[src/rtl/acc_bank_if.sv]
// Beat-in / snapshot-out bus of the accumulator bank.
// The bank side uses the slave modport and the array/consumer side uses master.
interface acc_bank_if #(
  parameter int unsigned DATA_W = 16,
  parameter int unsigned ACC_W  = 16,
  parameter int unsigned DEPTH  = 8
);
  localparam int unsigned IDX_W = $clog2(DEPTH);

  logic                   clear;
  logic                   in_valid;
  logic                   in_ready;
  logic [DATA_W-1:0]      in_data;
  logic                   in_first;
  logic                   in_final;
  logic [IDX_W-1:0]       wr_idx;
  logic                   out_valid;
  logic                   out_ready;
  logic [DEPTH*ACC_W-1:0] acc_out;
  logic                   out_sat;
  logic                   full;

  modport master (
    output clear, in_valid, in_data, in_first, in_final, out_ready,
    input  in_ready, wr_idx, out_valid, acc_out, out_sat, full
  );

  modport slave (
    input  clear, in_valid, in_data, in_first, in_final, out_ready,
    output in_ready, wr_idx, out_valid, acc_out, out_sat, full
  );
endinterface

[src/rtl/acc_bank.sv]
// Output accumulator bank: overwrites or saturating-accumulates DEPTH beats per pass
// and presents a snapshot of all slots after the final pass.
module acc_bank #(
  parameter int unsigned DATA_W = 16,
  parameter int unsigned ACC_W  = 16,
  parameter int unsigned DEPTH  = 8
) (
  input  logic        clk,
  input  logic        reset,
  acc_bank_if.slave   bus
);
  localparam int unsigned IDX_W = $clog2(DEPTH);
  localparam logic signed [ACC_W-1:0] ACC_MAX = {1'b0, {(ACC_W-1){1'b1}}};
  localparam logic signed [ACC_W-1:0] ACC_MIN = {1'b1, {(ACC_W-1){1'b0}}};

  typedef enum logic {FILL = 1'b0, HOLD = 1'b1} state_e;

  state_e                  state_q, state_d;
  logic [IDX_W-1:0]        wr_idx_q, wr_idx_d;
  logic signed [ACC_W-1:0] slot_q [DEPTH];
  logic signed [ACC_W-1:0] slot_d [DEPTH];
  logic [DEPTH*ACC_W-1:0]  acc_out_q, acc_out_d;
  logic                    out_valid_q, out_valid_d;
  logic                    out_sat_q, out_sat_d;
  logic                    sticky_q, sticky_d;

  logic                    accept, last_slot, snapshot, clamp;
  logic signed [ACC_W-1:0] beat_ext, beat_val;
  logic signed [ACC_W:0]   sum;

  // New slot value for the beat on the bus: overwrite or saturating add.
  always_comb begin
    beat_ext = ACC_W'(signed'(bus.in_data));
    sum      = (ACC_W+1)'(slot_q[wr_idx_q]) + (ACC_W+1)'(beat_ext);
    clamp    = 1'b0;
    beat_val = beat_ext;
    if (!bus.in_first) begin
      beat_val = sum[ACC_W-1:0];
      if (sum[ACC_W] != sum[ACC_W-1]) begin
        clamp    = 1'b1;
        beat_val = sum[ACC_W] ? ACC_MIN : ACC_MAX;
      end
    end
  end

  // Next-state and control.
  always_comb begin
    state_d     = state_q;
    wr_idx_d    = wr_idx_q;
    sticky_d    = sticky_q;
    out_sat_d   = out_sat_q;
    accept      = bus.in_valid && (state_q == FILL) && !bus.clear;
    last_slot   = (wr_idx_q == IDX_W'(DEPTH-1));
    snapshot    = accept && last_slot && bus.in_final;

    if (bus.clear) begin
      state_d   = FILL;
      wr_idx_d  = '0;
      sticky_d  = 1'b0;
      out_sat_d = 1'b0;
    end else begin
      case (state_q)
        FILL: begin
          if (accept) begin
            wr_idx_d = last_slot ? '0 : wr_idx_q + IDX_W'(1);
            sticky_d = sticky_q | clamp;
            if (snapshot) begin
              state_d   = HOLD;
              out_sat_d = sticky_q | clamp;
              sticky_d  = 1'b0;
            end
          end
        end
        HOLD: begin
          if (bus.out_ready) state_d = FILL;
        end
        default: state_d = FILL;
      endcase
    end
    out_valid_d = (state_d == HOLD);
  end

  // Slot array update and snapshot packing (snapshot includes the final beat).
  always_comb begin
    for (int i = 0; i < int'(DEPTH); i++) slot_d[i] = slot_q[i];
    if (bus.clear) begin
      for (int i = 0; i < int'(DEPTH); i++) slot_d[i] = '0;
    end else if (accept) begin
      slot_d[wr_idx_q] = beat_val;
    end
    acc_out_d = acc_out_q;
    if (snapshot) begin
      for (int i = 0; i < int'(DEPTH); i++) acc_out_d[i*ACC_W +: ACC_W] = slot_d[i];
    end
  end

  always_ff @(posedge clk or negedge reset) begin
    if (!reset) begin
      state_q <= FILL;
    end else begin
      state_q <= state_d;
    end
  end

  always_ff @(posedge clk or negedge reset) begin
    if (!reset) begin
      wr_idx_q    <= '0;
      acc_out_q   <= '0;
      out_valid_q <= 1'b0;
      out_sat_q   <= 1'b0;
      sticky_q    <= 1'b0;
      for (int i = 0; i < int'(DEPTH); i++) slot_q[i] <= '0;
    end else begin
      wr_idx_q    <= wr_idx_d;
      acc_out_q   <= acc_out_d;
      out_valid_q <= out_valid_d;
      out_sat_q   <= out_sat_d;
      sticky_q    <= sticky_d;
      for (int i = 0; i < int'(DEPTH); i++) slot_q[i] <= slot_d[i];
    end
  end

  assign bus.in_ready  = (state_q == FILL);
  assign bus.wr_idx    = wr_idx_q;
  assign bus.out_valid = out_valid_q;
  assign bus.full      = out_valid_q;
  assign bus.acc_out   = acc_out_q;
  assign bus.out_sat   = out_sat_q;
endmodule

[src/flat_wrapper.sv]
// flat-port wrapper written by rule: the top's interface ports become plain ports
module acc_bank_flat 
#(
  parameter int unsigned DATA_W = 16,
  parameter int unsigned ACC_W  = 16,
  parameter int unsigned DEPTH  = 8
)
  (clk, reset, bus_clear, bus_in_valid, bus_in_data, bus_in_first, bus_in_final, bus_out_ready, bus_in_ready, bus_wr_idx, bus_out_valid, bus_acc_out, bus_out_sat, bus_full);
  acc_bank_if #(.DATA_W(DATA_W), .ACC_W(ACC_W), .DEPTH(DEPTH)) bus_i ();
  input  logic clk;
  input  logic reset;
  input wire logic [$bits(bus_i.clear)-1:0] bus_clear;
  input wire logic [$bits(bus_i.in_valid)-1:0] bus_in_valid;
  input wire logic [$bits(bus_i.in_data)-1:0] bus_in_data;
  input wire logic [$bits(bus_i.in_first)-1:0] bus_in_first;
  input wire logic [$bits(bus_i.in_final)-1:0] bus_in_final;
  input wire logic [$bits(bus_i.out_ready)-1:0] bus_out_ready;
  output wire logic [$bits(bus_i.in_ready)-1:0] bus_in_ready;
  output wire logic [$bits(bus_i.wr_idx)-1:0] bus_wr_idx;
  output wire logic [$bits(bus_i.out_valid)-1:0] bus_out_valid;
  output wire logic [$bits(bus_i.acc_out)-1:0] bus_acc_out;
  output wire logic [$bits(bus_i.out_sat)-1:0] bus_out_sat;
  output wire logic [$bits(bus_i.full)-1:0] bus_full;
  assign bus_i.clear = bus_clear;
  assign bus_i.in_valid = bus_in_valid;
  assign bus_i.in_data = bus_in_data;
  assign bus_i.in_first = bus_in_first;
  assign bus_i.in_final = bus_in_final;
  assign bus_i.out_ready = bus_out_ready;
  assign bus_in_ready = bus_i.in_ready;
  assign bus_wr_idx = bus_i.wr_idx;
  assign bus_out_valid = bus_i.out_valid;
  assign bus_acc_out = bus_i.acc_out;
  assign bus_out_sat = bus_i.out_sat;
  assign bus_full = bus_i.full;
  acc_bank #(.DATA_W(DATA_W), .ACC_W(ACC_W), .DEPTH(DEPTH)) u_core (.clk(clk), .reset(reset), .bus(bus_i));
endmodule
[config.mk]
export PLATFORM = sky130hd
export DESIGN_NAME = acc_bank_flat
export DESIGN_NICKNAME = d
export VERILOG_FILES = /design/src/rtl/acc_bank_if.sv /design/src/rtl/acc_bank.sv /design/src/flat_wrapper.sv
export SDC_FILE = /design/constraint.sdc
export NUM_CORES = 1
export LEC_CHECK = 0
export ABC_AREA = 1
export BUFFER_PORTS_ARGS = -buffer_cell sky130_fd_sc_hd__buf_4
export CORE_MARGIN = 4
export CORE_UTILIZATION = 58
export CTS_BUF_LIST = sky130_fd_sc_hd__clkbuf_4 sky130_fd_sc_hd__clkbuf_8
export DETAILED_ROUTE_END_ITERATION = 6
export GPL_ROUTABILITY_DRIVEN = 0
export GPL_TIMING_DRIVEN = 0
export PLACE_DENSITY = 0.88
export REMOVE_ABC_BUFFERS = 1
export SYNTH_ARGS = -nofsm -noshare
export SYNTH_HDL_FRONTEND = slang
export SYNTH_SLANG_ARGS = --single-unit
[constraint.sdc]
create_clock -name clk -period 7.95 [get_ports clk]
set_input_delay 0.795 -clock clk [delete_from_list [all_inputs] [get_ports clk]]
set_output_delay 0.795 -clock clk [all_outputs]
set_load 0.05 [all_outputs]
# Word level (Yosys, flattened, before mapping)
# Cells that the tools add are included.
# totals
regBits	262
latch_bits	0
ram_bits	0
mem_bits_ro	0
inputBits	23
elab_cells	63
n_memories	0
# classes
addsub	2
multipliers	0
n_div	0
magnitude_cmp	2
n_eq_ne	3
n_shift	0
mux	30
bitwise_logic	3
reduce_logical	10
# ops
operator	n
128-bit 2-to-1 mux	2
128-bit bitwise mux	1
16-bit 2-to-1 mux	6
16-bit binary-select mux with 3-bit select	1
16-bit demux with 3-bit select	1
16-bit by 16-bit adder with 17-bit output	1
1-bit 2-to-1 mux	14
3-bit 2-to-1 mux	4
1-bit logical AND	5
4-bit >= comparator (second input constant)	1
4-bit by 1-bit less-than comparator with 1-bit output (second input constant)	1
3-bit NOT with 4-bit output	1
2-bit nonzero test	2
3-bit by 1-bit adder with 3-bit output (second input constant)	1
3-bit equality test (second input constant)	1
3-bit AND reduction	1
2-bit inequality test (second input constant)	1
1-bit one-hot mux with 2 select lines	1
2-bit AND reduction	1
1-bit logical NOT	1
1-bit inequality test	1
1-bit NOT	1
1-bit OR	1

# Depth between registers and ports, before layout
# logic_depth
word_depth	13
ltp_mapped	25
mapped_depth_nobuf	23

# Worst setup path before layout
# OpenSTA, ideal clock, no wires.
# synth_path
path_kind	register -> register
startpoint	reg u_core.wr_idx_q[0] (netlist: u_core.bus.wr_idx[0])
endpoint	reg u_core.slot_q[110] in the netlist's numbering
setup_ns	0.119
t_arrival_ns	3.685
t_required_ns	7.831
slack_ns	4.146
path_stages_with_launch	24
path_buffers	2
cell_sequence	dfrtp_1 > inv_2 > nor3_2 > inv_2 > clkbuf_1 > o22ai_1 > a221oi_1 > o2111ai_1 > ha_1 > fa_1 > nand2_1 > nand3_1 > nand3_1 > nand2_1 > nand2_1 > nand2_1 > nand2_1 > nand2_1 > nand2_1 > buf_6 > nand3_1 > nand2_4 > nand3_1 > and2_1
# synth_lines
item	line	source
start: declaration	acc_bank.sv:19	logic [IDX_W-1:0] wr_idx_q, wr_idx_d;
start signal: assignment	acc_bank.sv:114	wr_idx_q <= wr_idx_d;
end: declaration	acc_bank.sv:20	logic signed [ACC_W-1:0] slot_q [DEPTH];

# Final worst setup path
# layout_path
startpoint	reg u_core.wr_idx_q[1] (netlist: u_core.bus.wr_idx[1])
endpoint	reg u_core.acc_out_q[61] (netlist: u_core.bus.acc_out[61])
# layout_via
elab_chain_cells	11
word_cells_on_any_way	20
classes_between	add/sub: 1; order compare: 2; eq/ne: 2; mux: 11; bitwise: 1; reduce/logical: 3
# layout_lines
item	line	source
3-bit NOT with 4-bit output (implied by the code)	acc_bank.sv:34, acc_bank.sv:89	
16-bit binary-select mux with 3-bit select	acc_bank.sv:34	sum = (ACC_W+1)'(slot_q[wr_idx_q]) + (ACC_W+1)'(beat_ext);
16-bit 2-to-1 mux (implied by the code) (2 in a row)	acc_bank.sv:34	
16-bit by 16-bit adder with 17-bit output	acc_bank.sv:34	
16-bit 2-to-1 mux or 1-bit inequality test (tied branches)	acc_bank.sv:41, acc_bank.sv:39	
16-bit 2-to-1 mux	acc_bank.sv:39	if (sum[ACC_W] != sum[ACC_W-1]) begin
16-bit 2-to-1 mux	acc_bank.sv:37	if (!bus.in_first) begin
128-bit bitwise mux	acc_bank.sv:89	slot_d[wr_idx_q] = beat_val;
128-bit 2-to-1 mux	acc_bank.sv:88	end else if (accept) begin
128-bit 2-to-1 mux	acc_bank.sv:86	if (bus.clear) begin
end signal: assignment	acc_bank.sv:115	acc_out_q <= acc_out_d;
end: declaration	acc_bank.sv:22	logic [DEPTH*ACC_W-1:0] acc_out_q, acc_out_d;
# Parallel ways exist; a longest one is shown, timed or not. The select of a mux whose other input is x is not followed.
# A chain may end at the register's enable or synchronous reset.

==> results.txt <==
- Vias in the first global route: ~12,000
* Rows: 54
- Capturing element type of the critical path: flip-flop
- Category of the most critical setup path: flip-flop to flip-flop
- Power spread over the standard cell area amounts to 194 mW/mm2.
- In this run the worst path has a maximum fanout of 12.
* Unrepaired setup endpoints after global routing: no
* Hold WC Path Type: primary input to asynchronous set/reset pin
- Clock tree buffer depth: 3
- Largest net degree at the start of global routing: between 100 and 150
- CTS saw ~260 sinks.
- Commonest cells after routing, fill and taps aside: nand2_1 (424), dfrtp_1 (262), nand3_1 (230)
- Warnings from Yosys: 0
- Die X: 158 um
- Of the available clock period, the critical path in the final layout requires 0.717.
- After clock tree synthesis, the clock-pin slew on the worst setup and hold paths is about 0.060 ns.
- Final Hold Fails: 0
* Maximum single-stage delay on the critical path: 1.10 ns
* Later-pin clock latency in the skew report: between 0.5 and 0.6 ns
* Top flip-flop cell by instance count after synthesis: dfrtp_1
- Period minus WS final: 5.70 ns
* Area share of the largest cell type after synthesis: 0.499
- In this run the tightest slew margin relative to its limit is -0.0201.
- Count of pins on the block boundary: between 150 and 200
- Root Driver: clkbuf_8
* Initial Util: 0.596
- The slowest stage of the critical path belongs to the cell nor3_2.
- In this run the tool buffered the top-level ports with ~160 buffer cells.
* Number of register bits inferred by synthesis: 262
- In the final routed layout, each cell accounts on average for roughly 19 um.
* H-tree depth reported by CTS: 2
* Number of library cell types mapped by synthesis: 39
- Traced cell by cell, the critical path runs through inv_2 > nor3_2 > inv_2 > o22ai_1 > a21oi_1 > o2111ai_1 > ha_1 > nand2_1 > inv_1 > nand2_1 > nand2_1 > a21oi_1 > nand2_1 > nand2_1 > nand2_1 > a21oi_2 > nand2_1 > nand3_1 > nand3_1 > nand2_1.
- Crit path required time: roughly 8.4 ns
- The total overflow left after global routing is 0.
* DRC violations left: 0
- Antenna-violating nets left: 0
- Count of placed standard cells in the final layout, fillers left out: 2,034
* Setup Buffers After CTS: 0
- Number of flops mapped to enable cells by yosys: 0
- Summing over every cut layer, the via total after detailed routing is ~12,000.
* Violated checks: max-capacitance violations, max-slew violations
* Most common cell after layout, fill and taps aside: nand2_1
- Synthesis handed over a netlist of roughly 1,600 instances.
* Launching element type of the critical path: flip-flop
- The flow ran to the end, but the final reports show violations.
- After routing, the total negative slack on setup checks comes to 0 ns.
- Fraction of registers with async set/reset: 1.00
- Synth-to-Final Area Change: 16.8%
- Cts bufs inserted: 42
- Dividing the synthesized area by the synthesized cell count gives 8.19 um2.
* Number of resized instances in the post-cts repair step: 0
* Post-detail-place hpwl: ~25 mm
- Final count of negative-setup-slack endpoints: 0
- By instance count, the cell type seen most on the critical path is nand2_1.
- Diodes inserted: 0
* Total placed cells including tap cells: around 2,000
* Initial antenna violation count: 0
- Using the TritonRoute via totals, the vias-per-cell ratio works out to ~6.
- The tool flagged a number of max-cap violations equal to 1.
- Total Die Area: approximately 0.025 mm2
- The share of the Yosys chip area taken by registers is 0.499.
* Combined area of all synthesized cells: between 0.01 and 0.015 mm2
- Total detailed-routing wirelength: 38.9 mm
- At the worst endpoint, the arrival time is approximately 6.2 ns.
- Core outline area: around 0.022 mm2
- After clock tree synthesis, the flow added hold-fix buffers numbering 0.
- Pin slew with the least headroom to its limit: ~1.5 ns
* Max-slew violation total from the final report: 14
- In the final design database the tool counted between 1,500 and 2,000 nets.
- The pre-antenna-repair detailed-routing pass consisted of 6 iterations.
- Drt first-iter violations: between 1,500 and 2,000
- By area the synthesized netlist is led by dfrtp_1 (50%), nand2_1 (12%), nand3_1 (8.8%), and2_1 (4.2%), a21oi_1 (3.4%).
- TritonCTS built the clock tree.
- VDD IR max: roughly 0.00011 V
- Summing internal, switching and leakage power gives between 2 and 3 mW.
- Based on the critical path, the design can be clocked at up to around 0.18 GHz.
- Layout Skew: roughly 0.019 ns
* First-pass GRT wire length: a little over 60 mm
* Library cell with the largest summed area after synthesis: dfrtp_1
* GRT Resource Usage Total: 0.311
- In this run the vertical extent of the chip is about 160 um.
* Leakage power summed over all cells: approximately 7.8 nW
- In the final layout, the share of cells above drive strength 1 is 0.168.
==> worst paths after layout <==
kind,start,to,slack [ns],cells after the start
max,u_core.bus.wr_idx[1]$_DFFE_PN0P_,u_core.bus.acc_out[61]$_DFFE_PN0P_,2.25,20
min,reset,u_core.bus.acc_out[49]$_DFFE_PN0P_,0.11,1
max reg2reg,u_core.bus.wr_idx[1]$_DFFE_PN0P_,u_core.bus.acc_out[61]$_DFFE_PN0P_,2.25,20
min reg2reg,u_core.bus.acc_out[114]$_DFFE_PN0P_,u_core.bus.acc_out[114]$_DFFE_PN0P_,0.48,2
max in group asynchronous,reset,u_core.bus.acc_out[10]$_DFFE_PN0P_,6.50,3
min in group clk,bus_out_ready,u_core.state_q$_DFF_PN0_,0.41,2
==> per-layer routing <==
metal,GRT usage,vias up,share of wire
li1,-,5528,-
met1,0.416,5666,0.38
met2,0.484,840,0.46
met3,0.0595,181,0.10
met4,0.166,0,0.056
met5,0,-,0
==> state kept, by name, summed over array words and instances, names as in the netlist <==
name / flops
u_core.slot_q: 128
u_core.state_q: 1
u_core.bus.acc_out: 128
u_core.bus.out_sat: 1
u_core.bus.wr_idx: 3
u_core.sticky_q: 1
==> area by class of cell <==
cell class                 count  area, um2
fill                        1693       6700
sequential                   262       6560
multi-input combinational   1125       5690
timing repair buffer         163       1340
clock buffer                  66        852
inverter                     135        509
tap                          280        350
clock inverter                 3       40.0
==> kinds of logic after synthesis <==
group | Yosys count | share of synthesized area
buffers and inverters | 216 | 0.0694
flip-flops | 262 | 0.499
adder cells (fa/ha/maj) | 19 | 0.0187
AND/OR/NAND/NOR | 891 | 0.311
AO/OA/AOI/OAI | 207 | 0.0965
XOR/XNOR | 8 | 0.00534
==> metrics by stage <==
stage | instance area, um2 | utilization | worst slack, ns | hold WS [ns]
after floorplan | 12700 | - | 1.89 | 0.499
after global placement | 14300 | 0.647 | -1.30 | 0.465
after detailed placement | 14400 | 0.655 | 2.15 | 0.466
after CTS | 15300 | 0.696 | 2.08 | 0.117
after global routing | 15300 | 0.696 | 2.12 | 0.136
final | 15300 | 0.696 | 2.25 | 0.108
==> critical path: cells and delay by family, from the launching register on <==
family | cells | cell delay, ns
simple gates | 11 | 2.47
fa+ha+maj | 1 | 0.34
buf+inv | 3 | 0.56
flops | 1 | 0.58
compound gates | 5 | 1.65
==> cell usage after synthesis, drive strengths merged, types with 9 or more instances <==
master / instances
o2111ai: 9
buf: 41
a21oi: 93
dfrtp: 262
nand2: 438
o22ai: 65
ha: 18
o21ai: 13
and2: 89
clkbuf: 40
inv: 135
a221oi: 14
nor3: 13
nor2: 110
nand3: 231
a22oi: 9
==> power by group <==
part / total, mW / leakage, nW / switching [mW] / internal [mW]
logic: 0.383 / 3.72 / 0.281 / 0.103
registers: 1.36 / 3.65 / 0.00973 / 1.35
clock network: 1.23 / 0.473 / 0.528 / 0.706
Note: power is estimated with default switching activity, not from simulation.
